File: config.mk
export PLATFORM = sky130hd
export DESIGN_NAME = mips_prog_loader
export DESIGN_NICKNAME = d
export VERILOG_FILES = /design/src/rtl/mips_prog_loader.sv
export SDC_FILE = /design/constraint.sdc
export NUM_CORES = 1
export LEC_CHECK = 0
export BUFFER_PORTS_ARGS = -buffer_cell sky130_fd_sc_hd__clkbuf_2
export CAP_MARGIN = 40
export CORE_ASPECT_RATIO = 1.5
export CORE_UTILIZATION = 51
export CTS_CLUSTER_DIAMETER = 100
export DETAILED_ROUTE_END_ITERATION = 6
export GPL_TIMING_DRIVEN = 0
export PLACE_DENSITY = 0.7
export SLEW_MARGIN = 20
export SYNTH_ARGS = -nofsm -noshare
export SYNTH_HDL_FRONTEND = slang
export SYNTH_SLANG_ARGS = --single-unit
File: constraint.sdc
create_clock -name clk -period 4.25 [get_ports clk]
set_input_delay 0.85 -clock clk [delete_from_list [all_inputs] [get_ports clk]]
set_output_delay 0.85 -clock clk [all_outputs]
set_load 0.01 [all_outputs]
File: src/rtl/mips_prog_loader.sv
// Boot loader: framed byte stream -> big-endian words -> core memory, then XOR-checksum gate on core_start.
// Latency: a word's 4th byte accepted at cycle t raises mem_we at t+1; the csum byte sets core_start/load_err next cycle.
// Backpressure: in_ready drops only while a pending write sees mem_busy; mem_we/addr/data hold until accepted.
module mips_prog_loader #(
    parameter int unsigned ADDR_W    = 10,
    parameter logic [7:0]  SYNC_BYTE = 8'hA5
) (
    input  logic              clk,
    input  logic              rst_n,
    input  logic              in_valid,
    input  logic [7:0]        in_data,
    output logic              in_ready,
    output logic              mem_we,
    output logic [ADDR_W-1:0] mem_addr,
    output logic [31:0]       mem_wdata,
    input  logic              mem_busy,
    output logic              core_start,
    output logic              load_err,
    output logic [ADDR_W:0]   words_loaded
);

    typedef enum logic [3:0] {
        IDLE, CNT_HI, CNT_LO, BASE_HI, BASE_LO, DATA, CSUM, DONE, ERR
    } state_t;

    localparam logic [16:0]       DEPTH    = 17'(1 << ADDR_W);
    localparam logic [ADDR_W:0]   WL_ONE   = {{ADDR_W{1'b0}}, 1'b1};
    localparam logic [ADDR_W-1:0] ADDR_ONE = {{(ADDR_W-1){1'b0}}, 1'b1};

    state_t              state_q, state_d;
    logic [15:0]         cnt_q, cnt_d;
    logic [7:0]          base_hi_q, base_hi_d;
    logic [ADDR_W-1:0]   addr_next_q, addr_next_d;
    logic [1:0]          byte_idx_q, byte_idx_d;
    logic [23:0]         word_q, word_d;
    logic [7:0]          csum_q, csum_d;
    logic                mem_we_q, mem_we_d;
    logic [ADDR_W-1:0]   mem_addr_q, mem_addr_d;
    logic [31:0]         mem_wdata_q, mem_wdata_d;
    logic                core_start_q, core_start_d;
    logic                load_err_q, load_err_d;
    logic [ADDR_W:0]     words_loaded_q, words_loaded_d;

    logic        accept;
    logic        wr_ack;
    logic [15:0] base_in;
    logic [16:0] end_addr;
    logic        hdr_bad;

    assign in_ready = !(mem_we_q && mem_busy);
    assign accept   = in_valid && in_ready;
    assign wr_ack   = mem_we_q && !mem_busy;

    // Header check in 17 bits so base+count can reach exactly DEPTH without wrapping.
    assign base_in  = {base_hi_q, in_data};
    assign end_addr = {1'b0, base_in} + {1'b0, cnt_q};
    assign hdr_bad  = (cnt_q == 16'd0) || ({1'b0, cnt_q} > DEPTH) ||
                      ((base_in >> ADDR_W) != 16'd0) || (end_addr > DEPTH);

    always_comb begin
        state_d        = state_q;
        cnt_d          = cnt_q;
        base_hi_d      = base_hi_q;
        addr_next_d    = addr_next_q;
        byte_idx_d     = byte_idx_q;
        word_d         = word_q;
        csum_d         = csum_q;
        mem_we_d       = mem_we_q;
        mem_addr_d     = mem_addr_q;
        mem_wdata_d    = mem_wdata_q;
        core_start_d   = core_start_q;
        load_err_d     = load_err_q;
        words_loaded_d = words_loaded_q;

        if (wr_ack) begin
            mem_we_d       = 1'b0;
            words_loaded_d = words_loaded_q + WL_ONE;
        end

        if (accept) begin
            case (state_q)
                IDLE, DONE, ERR: begin
                    if (in_data == SYNC_BYTE) begin
                        state_d        = CNT_HI;
                        csum_d         = 8'h00;
                        words_loaded_d = '0;
                        core_start_d   = 1'b0;
                        load_err_d     = 1'b0;
                    end
                end
                CNT_HI: begin
                    cnt_d[15:8] = in_data;
                    state_d     = CNT_LO;
                end
                CNT_LO: begin
                    cnt_d[7:0] = in_data;
                    state_d    = BASE_HI;
                end
                BASE_HI: begin
                    base_hi_d = in_data;
                    state_d   = BASE_LO;
                end
                BASE_LO: begin
                    if (hdr_bad) begin
                        state_d    = ERR;
                        load_err_d = 1'b1;
                    end else begin
                        state_d     = DATA;
                        byte_idx_d  = 2'd0;
                        addr_next_d = base_in[ADDR_W-1:0];
                    end
                end
                DATA: begin
                    csum_d     = csum_q ^ in_data;
                    byte_idx_d = byte_idx_q + 2'd1;
                    case (byte_idx_q)
                        2'd0:    word_d[23:16] = in_data;
                        2'd1:    word_d[15:8]  = in_data;
                        2'd2:    word_d[7:0]   = in_data;
                        default: begin
                            mem_we_d    = 1'b1;
                            mem_addr_d  = addr_next_q;
                            mem_wdata_d = {word_q, in_data};
                            addr_next_d = addr_next_q + ADDR_ONE;
                            cnt_d       = cnt_q - 16'd1;
                            // The csum byte cannot be accepted until this final write clears mem_busy.
                            if (cnt_q == 16'd1) state_d = CSUM;
                        end
                    endcase
                end
                CSUM: begin
                    if (in_data == csum_q) begin
                        state_d      = DONE;
                        core_start_d = 1'b1;
                    end else begin
                        state_d    = ERR;
                        load_err_d = 1'b1;
                    end
                end
                default: state_d = IDLE;
            endcase
        end
    end

    always_ff @(posedge clk or negedge rst_n) begin
        if (!rst_n) begin
            state_q        <= IDLE;
            cnt_q          <= '0;
            base_hi_q      <= '0;
            addr_next_q    <= '0;
            byte_idx_q     <= '0;
            word_q         <= '0;
            csum_q         <= '0;
            mem_we_q       <= 1'b0;
            mem_addr_q     <= '0;
            mem_wdata_q    <= '0;
            core_start_q   <= 1'b0;
            load_err_q     <= 1'b0;
            words_loaded_q <= '0;
        end else begin
            state_q        <= state_d;
            cnt_q          <= cnt_d;
            base_hi_q      <= base_hi_d;
            addr_next_q    <= addr_next_d;
            byte_idx_q     <= byte_idx_d;
            word_q         <= word_d;
            csum_q         <= csum_d;
            mem_we_q       <= mem_we_d;
            mem_addr_q     <= mem_addr_d;
            mem_wdata_q    <= mem_wdata_d;
            core_start_q   <= core_start_d;
            load_err_q     <= load_err_d;
            words_loaded_q <= words_loaded_d;
        end
    end

    assign mem_we       = mem_we_q;
    assign mem_addr     = mem_addr_q;
    assign mem_wdata    = mem_wdata_q;
    assign core_start   = core_start_q;
    assign load_err     = load_err_q;
    assign words_loaded = words_loaded_q;

endmodule

==> results.md, run 1 <==
* Unrepaired setup endpoints after global routing: false
* Power Density at 746 nW/um^2
* Post-route ant nets at 0
* Max rail drop VDD at 495 uV
* Final hold violations at 0
* Post-Route WL at about 18000 um
* Clock network power share at about a quarter
* Clk pin slew, worst setup/hold paths at approximately 60 ps
* Post-synth ARST share at 100%
* Residual DRC at 0
* Leak Pwr at approximately 0.0038 uW
* HPWL after DPL at about 13000 um
* Synthesized instance count at approximately 670
* HP Class: in -> async
* Overall die width at just under 100 um
* CTS tree: yes
* Final setup vio count at 0
* Largest net degree at the start of global routing at 87
* Die area at between 10000 and 15000 um^2
* Distinct cells, synth at 68
* Mux share of post-synthesis cell area at a little under an eighth
* Pre-Repair DR Iteration Count at 5
* Switching power at between 2000 and 2500 uW
* GP Congestion at a little over 0.9
* Rel. slew slack at about 47%
* Measured slew at the worst slew-check pin at 797 ps
* Synth top cells by count: dfrtp_1 (128), mux2_2 (70), nor2_1 (62), o21ai_0 (52), nand2_1 (48)
* EDFF count, synth at 0
* GRT Total Usage at around 28%
* Synth area leaders: dfrtp_1 (47%), mux2_2 (12%), ha_1 (4.4%)
* Clock root cell: clkbuf_16
* Count leader, synth: dfrtp_1
* Post-synthesis register bit count at roughly 130
* Post-Layout Cell Count at between 900 and 1000
* Switching share of total power at 39.3%
* Worst Path Arrival at ~4500 ps
* First-pass GRT wire length at between 20000 and 30000 um
* DR WL/cell at a little under 20 um
* Port bufs at 68
* Largest family of logic cells by synthesized area: compound AO/OA/AOI/OAI gates
* CORE AREA at ~13000 um^2
* Adder-Cell Fraction of Synth Area at ~4.7%
* Worst Slack Setup Final at 112 ps
* Combinational share of power at slightly above 40%
* Yosys warnings at 0
* Die height at 144 um
* Synth Area in Compound Gates at 16.4%
* Post-synth top area share at between 40% and 50%
* Antenna Cells at 0
* Initial core utilization at 52.4%
* Row count at 51
* CP max FO at 6
* CTS Hold Buffers Added at 0
* Maxcap violations at 0
* WHS at roughly 350 ps
* Grt ovf at 0
* Pre-CTS WS at -597 ps
* Total CTS buffers at 17
* Via-to-Cell Ratio at a little over 6
* Syn_area_per_cell at 10.2 um^2
* CP Capture Type: flop
* Critical path type: in -> reg
* Simple-gate share of the synthesized area at between 10 and 15%
* CTS Sinks at 128
* Syn Std Cell Area at ~6800 um^2
* Post-Synth XOR/XNOR Area at around 2.8%
* Layout area overhead at 18.0%
* Status: completed
* Dpl cells at about 900
* Slew Viols, Final at 0
* Max Freq at 242 MHz
* Final #Nets at between 700 and 800
* Final Cell Area at between 8000 and 9000 um^2
* Worst-skew pair later-pin latency at ~420 ps
* Initial antenna violation count at 0
* Fin crit period at slightly above 4000 ps
* Tot Pwr at between 6000 and 7000 uW
* DRT iter0 DRCs at 360
* Cell internal pwr at ~3600 uW
* H-tree levels at 4
* Seq/Total Area, Yosys at between 40% and 50%
* Worst Skew at between 10 and 15 ps
* Vias at ~5700
* CTS max path bufs at 2
* Top cell type by total area after synthesis: dfrtp_1
* Worst setup SP type: input pin
* Required time of the critical path at ~4600 ps
* Crit share post-route at a little under 100%
* Vias in the first global route at 5922
* # IOs at 69
* Flop pwr share at 33.8%
* Commonest register cell after synthesis: dfrtp_1
* Layout cell share with drive strength beyond 1 at 24.3%
* Post-Place Cell Area at 7410 um^2
* Post-synth net total at around 700
path summary, 6_finish.rpt:
path | depth (start not counted) | to | from | slack, ps
setup / recovery | 12 | addr_next_q[2]$_DFFE_PN0P_ | in_data[0] | 110
hold / removal | 1 | mem_addr[5]$_DFFE_PN0P_ | rst_n | 350
setup reg to reg | 11 | addr_next_q[2]$_DFFE_PN0P_ | cnt_q[0]$_DFFE_PN0P_ | 300
hold reg to reg | 2 | mem_addr[5]$_DFFE_PN0P_ | mem_addr[5]$_DFFE_PN0P_ | 480
max in group asynchronous | 2 | cnt_q[0]$_DFFE_PN0P_ | rst_n | 3140
min in group clk | 2 | mem_addr[5]$_DFFE_PN0P_ | mem_addr[5]$_DFFE_PN0P_ | 480
repair_timing:
action / in CTS / in global routing
resized for setup: 2 / 3
pin swaps: 0 / 4
setup endpoints to repair: 10 / 10
setup buffers: 0 / 1
power groups by stage:
| stage | Sequential (uW) | Clock [uW] | Combinational (uW) |
|---|---|---|---|
| finish | 2030 | 1510 | 2460 |
| floorplan | 1990 | 0 | 1700 |
| global placement | 2000 | 0 | 2300 |
| CTS | 2010 | 1530 | 2440 |
| detailed placement | 2030 | 0 | 2400 |
| global route | 2080 | 1580 | 2720 |
layer usage:
layer	vias up	GRT usage [%]	wire, um
met2	200	48.1	9150
li1	2629	-	-
met5	-	0	0
met4	0	18.3	1140
met1	2811	31.6	7030
met3	80	5.77	894
cells in the final DEF, fill, tap and decap left out, drive strengths merged, types with 3 or more instances in the layout:
cell type	synthesis	routed
dfrtp	128	128
clkbuf	27	112
mux2	70	70
nor2	62	62
o21ai	52	52
nand2	48	48
a21oi	35	35
ha	24	24
inv	18	22
nor3	18	18
xnor2	13	13
o22ai	13	13
nand3	11	11
a21o	11	11
buf	6	11
nand4	9	9
xor2	9	9
a31oi	9	9
and3	8	8
nor4	8	8
nand2b	7	7
clkinv	0	6
a21boi	5	5
o21a	5	5
and2	5	5
nor2b	4	4
a22o	4	4
a211oi	4	4
and4	4	4
or4	4	4
o22a	3	3
o21bai	3	3
or3	3	3
o31ai	3	3
bufinv	0	3
state kept, by name (all words and copies together), names as in the netlist:
name          cells
core_start        1
load_err          1
csum_q            8
byte_idx_q        2
word_q           24
base_hi_q         8
mem_we            1
cnt_q            16
mem_addr         10
state_q           4
mem_wdata        32
addr_next_q      10
words_loaded     11
critical path, stage by stage:
cell and delay [ps]:
buf_2 170, ha_2 220, fa_2 360, a21o_1 210
a221o_1 380, a211o_1 380, o21a_1 190, or4_4 540
or2_0 210, buf_2 170, or4_1 500, a221oi_2 290
layout make-up:
| class | count | area (um^2) |
|---|---|---|
| Buffer | 33 | 125 |
| Clock buffer | 18 | 429 |
| Tap cell | 159 | 199 |
| Multi-Input combinational cell | 490 | 3450 |
| Fill cell | 1083 | 4970 |
| Clock inverter | 14 | 178 |
| Inverter | 18 | 67.6 |
| Timing Repair Buffer | 72 | 394 |
| Sequential cell | 128 | 3200 |
kinds of logic after synthesis:
logic type                 Yosys count
adders and majority gates           25
and+or+nand+nor                    199
xor gates and xnor gates            22
DFF                                128
AOI/OAI and AO/OA                  172
muxes                               72
buffers and inverters               51
metrics by stage:
step	util, %	TNS [ps]
finish	61.8	0
global route	61.8	0
CTS	61.7	0
detailed placement	56.9	-5910
global placement	56.6	-5310
floorplan	-	0
Power figures use the tool's default switching activity.
==> inputs of run 2 (changes only) <==
--- a/config.mk
+++ b/config.mk
@@ -9,6 +9,7 @@
 export CAP_MARGIN = 40
 export CORE_ASPECT_RATIO = 1.5
 export CORE_UTILIZATION = 51
+export CTS_BUF_LIST = sky130_fd_sc_hd__clkbuf_4 sky130_fd_sc_hd__clkbuf_8
 export CTS_CLUSTER_DIAMETER = 100
 export DETAILED_ROUTE_END_ITERATION = 6
 export GPL_TIMING_DRIVEN = 0
==> results.md, run 2 (synthesis results as in run 1) <==
* Initial core utilization at 52.4%
* Buf/Inv on CP at 2
* Post-Route WL at approximately 18000 um
* Met1 Use GR at between 30% and 40%
* Setup TNS at 0 ps
* Max Freq at 242 MHz
* DR WL/cell at 19.2 um
* Worst Slack Setup Final at approximately 110 ps
* Worst Skew at 13.4 ps
* CP max stage delay at roughly 550 ps
* Pre-Repair DR Iteration Count at 5
* Slowest cell on crit path: or4_4
* HP Class: in -> async
* CORE AREA at between 10000 and 15000 um^2
* Via-to-Cell Ratio at ~6
* Pre-CTS WS at -597 ps
* Post-route ant nets at 0
* First-pass GRT wire length at between 20000 and 30000 um
* Routing usage on met2 at between 40% and 50%
* Worst Path Arrival at 4480 ps
* CP Capture Type: flop
* Power Density at slightly above 700 nW/um^2
* Commonest non-fill, non-tap cell in the layout: dfrtp_1
* Commonest non-fill, non-tap cells in the layout: dfrtp_1 (128), mux2_2 (70), clkbuf_2 (67)
* Clock root cell: clkbuf_8
* CTS tree: yes
* Largest net degree at the start of global routing at 87
* Total CTS buffers at 17
* Layout cell share with drive strength beyond 1 at between 20% and 30%
* Max reg flops at 32
* Tot Pwr at between 5000 and 6000 uW
* Setup repair bufs after CTS at 0
* Status: completed
* Die height at 144 um
* # IOs at 69
* HPWL after DPL at roughly 13000 um
* Crit share post-route at a little over nine tenths
* Layout area overhead at 15.0%
* Fin crit period at 4140 ps
* Cells along the critical path: clkbuf_2 > ha_2 > fa_2 > a21o_1 > a221o_1 > a211o_1 > o21a_1 > or4_4 > or2_0 > buf_2 > or4_1 > a221oi_2
* Max rail drop VDD at ~440 uV
* Final hold violations at 0
* CP max FO at 6
* Worst-skew pair later-pin latency at around 440 ps
* Rel. slew slack at ~35%
* Measured slew at the worst slew-check pin at 973 ps
* GRT Total Usage at between 20% and 30%
* Worst setup SP type: input pin
* Unrepaired setup endpoints after global routing: false
* Residual DRC at 0
* CTS max path bufs at 2
* Port bufs at approximately 70
* Leak Pwr at around 0.0037 uW
* Maxcap violations at 0
* Util after Layout at between 60% and 70%
* Vias in the first global route at just under 6000
* Vias at 5670
* Final #Nets at slightly below 800
* H-tree levels at 4
* Antenna Cells at 0
* Slew Viols, Final at 0
* Row count at 51
* Crit path max-delay family: compound AO/OA/AOI/OAI gates
* Required time of the critical path at approximately 4600 ps
* CTS Sinks at roughly 130
* CTS Hold Buffers Added at 0
* Final setup vio count at 0
* DRT iter0 DRCs at 345
* Gr busiest metal: met2
* Die area at between 10000 and 15000 um^2
* Clk pin slew, worst setup/hold paths at 80 ps
* Met3 usage at 6.30%
* Grt ovf at 0
* Overall die width at just under 100 um
* GP Congestion at around 0.9
* Initial antenna violation count at 0
* Critical path type: in -> reg
==> run 2: cell count changes in the layout (fill, tap and decap cells not counted) <==
cell       before  now
clkbuf_8        1   18
clkbuf_4        0    1
buf_2           4    2
buf_4           1    0
clkbuf_2       66   67
clkbuf_1       28   27
clkbuf_16      17    0
==> run 2: metrics by stage <==
stage | instances | area (um^2) | hold slack (ps)
2_1_floorplan | 669 | 6820 | 471
3_3_place_gp | 896 | 7360 | 463
3_5_place_dp | 898 | 7410 | 470
4_1_cts | 930 | 7850 | 330
5_1_grt | 930 | 7850 | 343
6_report | 930 | 7850 | 335
==> run 2: path summary, 6_finish.rpt <==
path,startpoint,cells past startpoint,end,slack [ps]
max,in_data[0],12,addr_next_q[2]$_DFFE_PN0P_,110
min,rst_n,1,words_loaded[3]$_DFF_PN0_,330
max reg2reg,cnt_q[0]$_DFFE_PN0P_,11,addr_next_q[2]$_DFFE_PN0P_,330
min reg2reg,mem_addr[2]$_DFFE_PN0P_,2,mem_addr[2]$_DFFE_PN0P_,490
max in group asynchronous,rst_n,2,addr_next_q[7]$_DFFE_PN0P_,3140
min in group clk,mem_addr[2]$_DFFE_PN0P_,2,mem_addr[2]$_DFFE_PN0P_,490
==> run 2: what timing repair did <==
item	CTS	global route
resized for setup	2	2
gates cloned	0	0
pin swaps	0	2
endpoints found under the setup margin	10	7
==> run 2: area by class of cell <==
class / instances / area, um^2
sequential: 128 / 3200
inverter: 18 / 67.6
tap: 159 / 199
clock inverter: 14 / 178
timing repair buffer: 70 / 382
buffer: 33 / 125
multi-input combinational: 490 / 3450
fill: 1107 / 5170
clock buffer: 18 / 241
==> run 2: worst reg2reg max path, stage by stage, from the launching register on <==
cell      delay (ps)
dfrtp_1          420
ha_2             210
fa_2             360
a21o_1           210
a221o_1          360
a211o_1          380
o21a_1           190
or4_4            550
or2_0            230
buf_2            160
or4_1            490
a221oi_2         270
==> run 2: power breakdown <==
part,switching [uW],internal [uW],total [uW]
combinational,1400,1050,2440
sequential,366,1650,2020
clock,523,596,1120
total,2290,3300,5580
==> run 2: per-layer routing <==
metal	vias to the layer above	part of all wire [%]	routed length [um]
li1	2624	-	-
met1	2799	39	6960
met2	188	51	9130
met3	59	4.3	774
met4	0	5.6	999
met5	-	0	0
==> inputs of run 3 (changes only) <==
--- a/config.mk
+++ b/config.mk
@@ -9,7 +9,7 @@
 export CAP_MARGIN = 40
 export CORE_ASPECT_RATIO = 1.5
 export CORE_UTILIZATION = 51
-export CTS_BUF_LIST = sky130_fd_sc_hd__clkbuf_4 sky130_fd_sc_hd__clkbuf_8
+export CTS_BUF_LIST = sky130_fd_sc_hd__clkbuf_8 sky130_fd_sc_hd__clkbuf_16
 export CTS_CLUSTER_DIAMETER = 100
 export DETAILED_ROUTE_END_ITERATION = 6
 export GPL_TIMING_DRIVEN = 0
==> results.md, run 3 (synthesis results as in run 1) <==
* GP Congestion at 0.908
* Post-Place Cell Area at 7410 um^2
* Pre-Repair DR Iteration Count at 5
* Commonest non-fill, non-tap cells in the layout: dfrtp_1 (128), mux2_2 (70), clkbuf_2 (66)
* Via-to-Cell Ratio at around 6.1
* CTS Hold Buffers Added at 0
* Layout area overhead at 18.0%
* Critical path type: in -> reg
* # IOs at between 60 and 70
* Critical Path Most Common Cell: buf_2
* Residual DRC at 0
* Row count at roughly 50
* Power Density at 746 nW/um^2
* CTS tree: yes
* Vias in the first global route at between 5000 and 6000
* Rel. slew slack at 47.0%
* Worst-skew pair later-pin latency at about 420 ps
* First-pass GRT wire length at about 29000 um
* Initial core utilization at a little over half
* H-tree levels at 4
* Worst Path Arrival at 4470 ps
* Clock root cell: clkbuf_16
* Worst Slack Setup Final at 111 ps
* Maxcap violations at 0
* Routing usage on met2 at slightly below 50%
* CP Capture Type: flop
* Pre-CTS WS at -597 ps
* Worst Skew at 10.2 ps
* Crit path max-delay family: compound AO/OA/AOI/OAI gates
* Max reg flops at 32
* Initial antenna violation count at 0
* Met3 usage at 5.77%
* DRT iter0 DRCs at 360
* Status: completed
* Cells along the critical path: buf_2 > ha_2 > fa_2 > a21o_1 > a221o_1 > a211o_1 > o21a_1 > or4_4 > or2_0 > buf_2 > or4_1 > a221oi_2
* Final #Nets at 797
* Largest net degree at the start of global routing at 87
* Max Freq at 242 MHz
* CTS max path bufs at 2
* Dpl cells at roughly 900
* Met1 Use GR at between 30% and 40%
* Clk pin slew, worst setup/hold paths at 60 ps
* CORE AREA at approximately 13000 um^2
* WHS at between 300 and 400 ps
* Fin crit period at roughly 4100 ps
* GRT Total Usage at roughly 28%
* Buf/Inv on CP at 2
* Unrepaired setup endpoints after global routing: false
* Commonest non-fill, non-tap cell in the layout: dfrtp_1
* Overall die width at a little under 100 um
* Vias at approximately 5700
* CP max stage delay at 540 ps
* Final hold violations at 0
* CTS Sinks at roughly 130
* Layout cell share with drive strength beyond 1 at 24.3%
* Max rail drop VDD at 495 uV
* HP Class: in -> async
* Slowest cell on crit path: or4_4
* Port bufs at between 60 and 70
* Antenna Cells at 0
* Post-Layout Cell Count at slightly above 900
* HPWL after DPL at between 10000 and 15000 um
* Grt ovf at 0
* Setup TNS at 0 ps
* Die area at between 10000 and 15000 um^2
* Fillers at approximately 1100
* Leak Pwr at around 0.0038 uW
* DR WL/cell at just under 20 um
* Gr busiest metal: met2
* CP max FO at 6
* Worst setup SP type: input pin
* Final setup vio count at 0
* Slew Viols, Final at 0
* Crit share post-route at between 90% and 100%
* Post-Route WL at between 15000 and 20000 um
* Total CTS buffers at 17
* Post-route ant nets at 0
* Final Cell Area at approximately 8100 um^2
* Measured slew at the worst slew-check pin at ~800 ps
* Required time of the critical path at about 4600 ps
* Die height at between 100 and 150 um
run 3: report_power, final:
group / total (uW) / switching (uW) / leakage, uW / internal, uW
Clock: 1510 / 583 / 0.000300 / 929
Sequential: 2030 / 369 / 0.00166 / 1660
Combinational: 2460 / 1410 / 0.00181 / 1060
run 3: path summary, 6_finish.rpt:
path | startpoint | end | slack [ps] | cells past startpoint
max | in_data[0] | addr_next_q[2]$_DFFE_PN0P_ | 110 | 12
min | rst_n | mem_addr[5]$_DFFE_PN0P_ | 350 | 1
max reg2reg | cnt_q[0]$_DFFE_PN0P_ | addr_next_q[2]$_DFFE_PN0P_ | 310 | 11
min reg2reg | mem_addr[5]$_DFFE_PN0P_ | mem_addr[5]$_DFFE_PN0P_ | 480 | 2
max in group asynchronous | rst_n | cnt_q[0]$_DFFE_PN0P_ | 3140 | 2
min in group clk | mem_addr[5]$_DFFE_PN0P_ | mem_addr[5]$_DFFE_PN0P_ | 480 | 2
run 3: metal layers:
metal / wire length (um) / part of all wire (%) / vias up
met1: 7000 / 38 / 2819
li1: - / - / 2627
met5: 0 / 0 / -
met3: 899 / 4.9 / 80
met4: 1140 / 6.3 / 0
met2: 9160 / 50 / 201
run 3: metrics by stage:
step	power [uW]	util [%]
3_5_place_dp	4430	56.9
4_1_cts	5980	61.7
3_3_place_gp	4290	56.6
6_report	6000	61.8
5_1_grt	6370	61.8
2_1_floorplan	3690	-
run 3: repair_timing:
item	CTS	global route
setup buffers	0	1
resized for setup	2	3
pin swaps	0	4
setup endpoints to repair	10	10
gates cloned	0	0
run 3: final cells by class:
type	instances	area [um^2]	share of cell area, %
inverter	18	67.6	0.839
buffer	33	125	1.55
clock inverter	15	181	2.25
multi-input combinational	490	3450	42.9
tap	159	199	2.47
timing repair buffer	72	394	4.90
clock buffer	17	425	5.28
sequential	128	3200	39.8
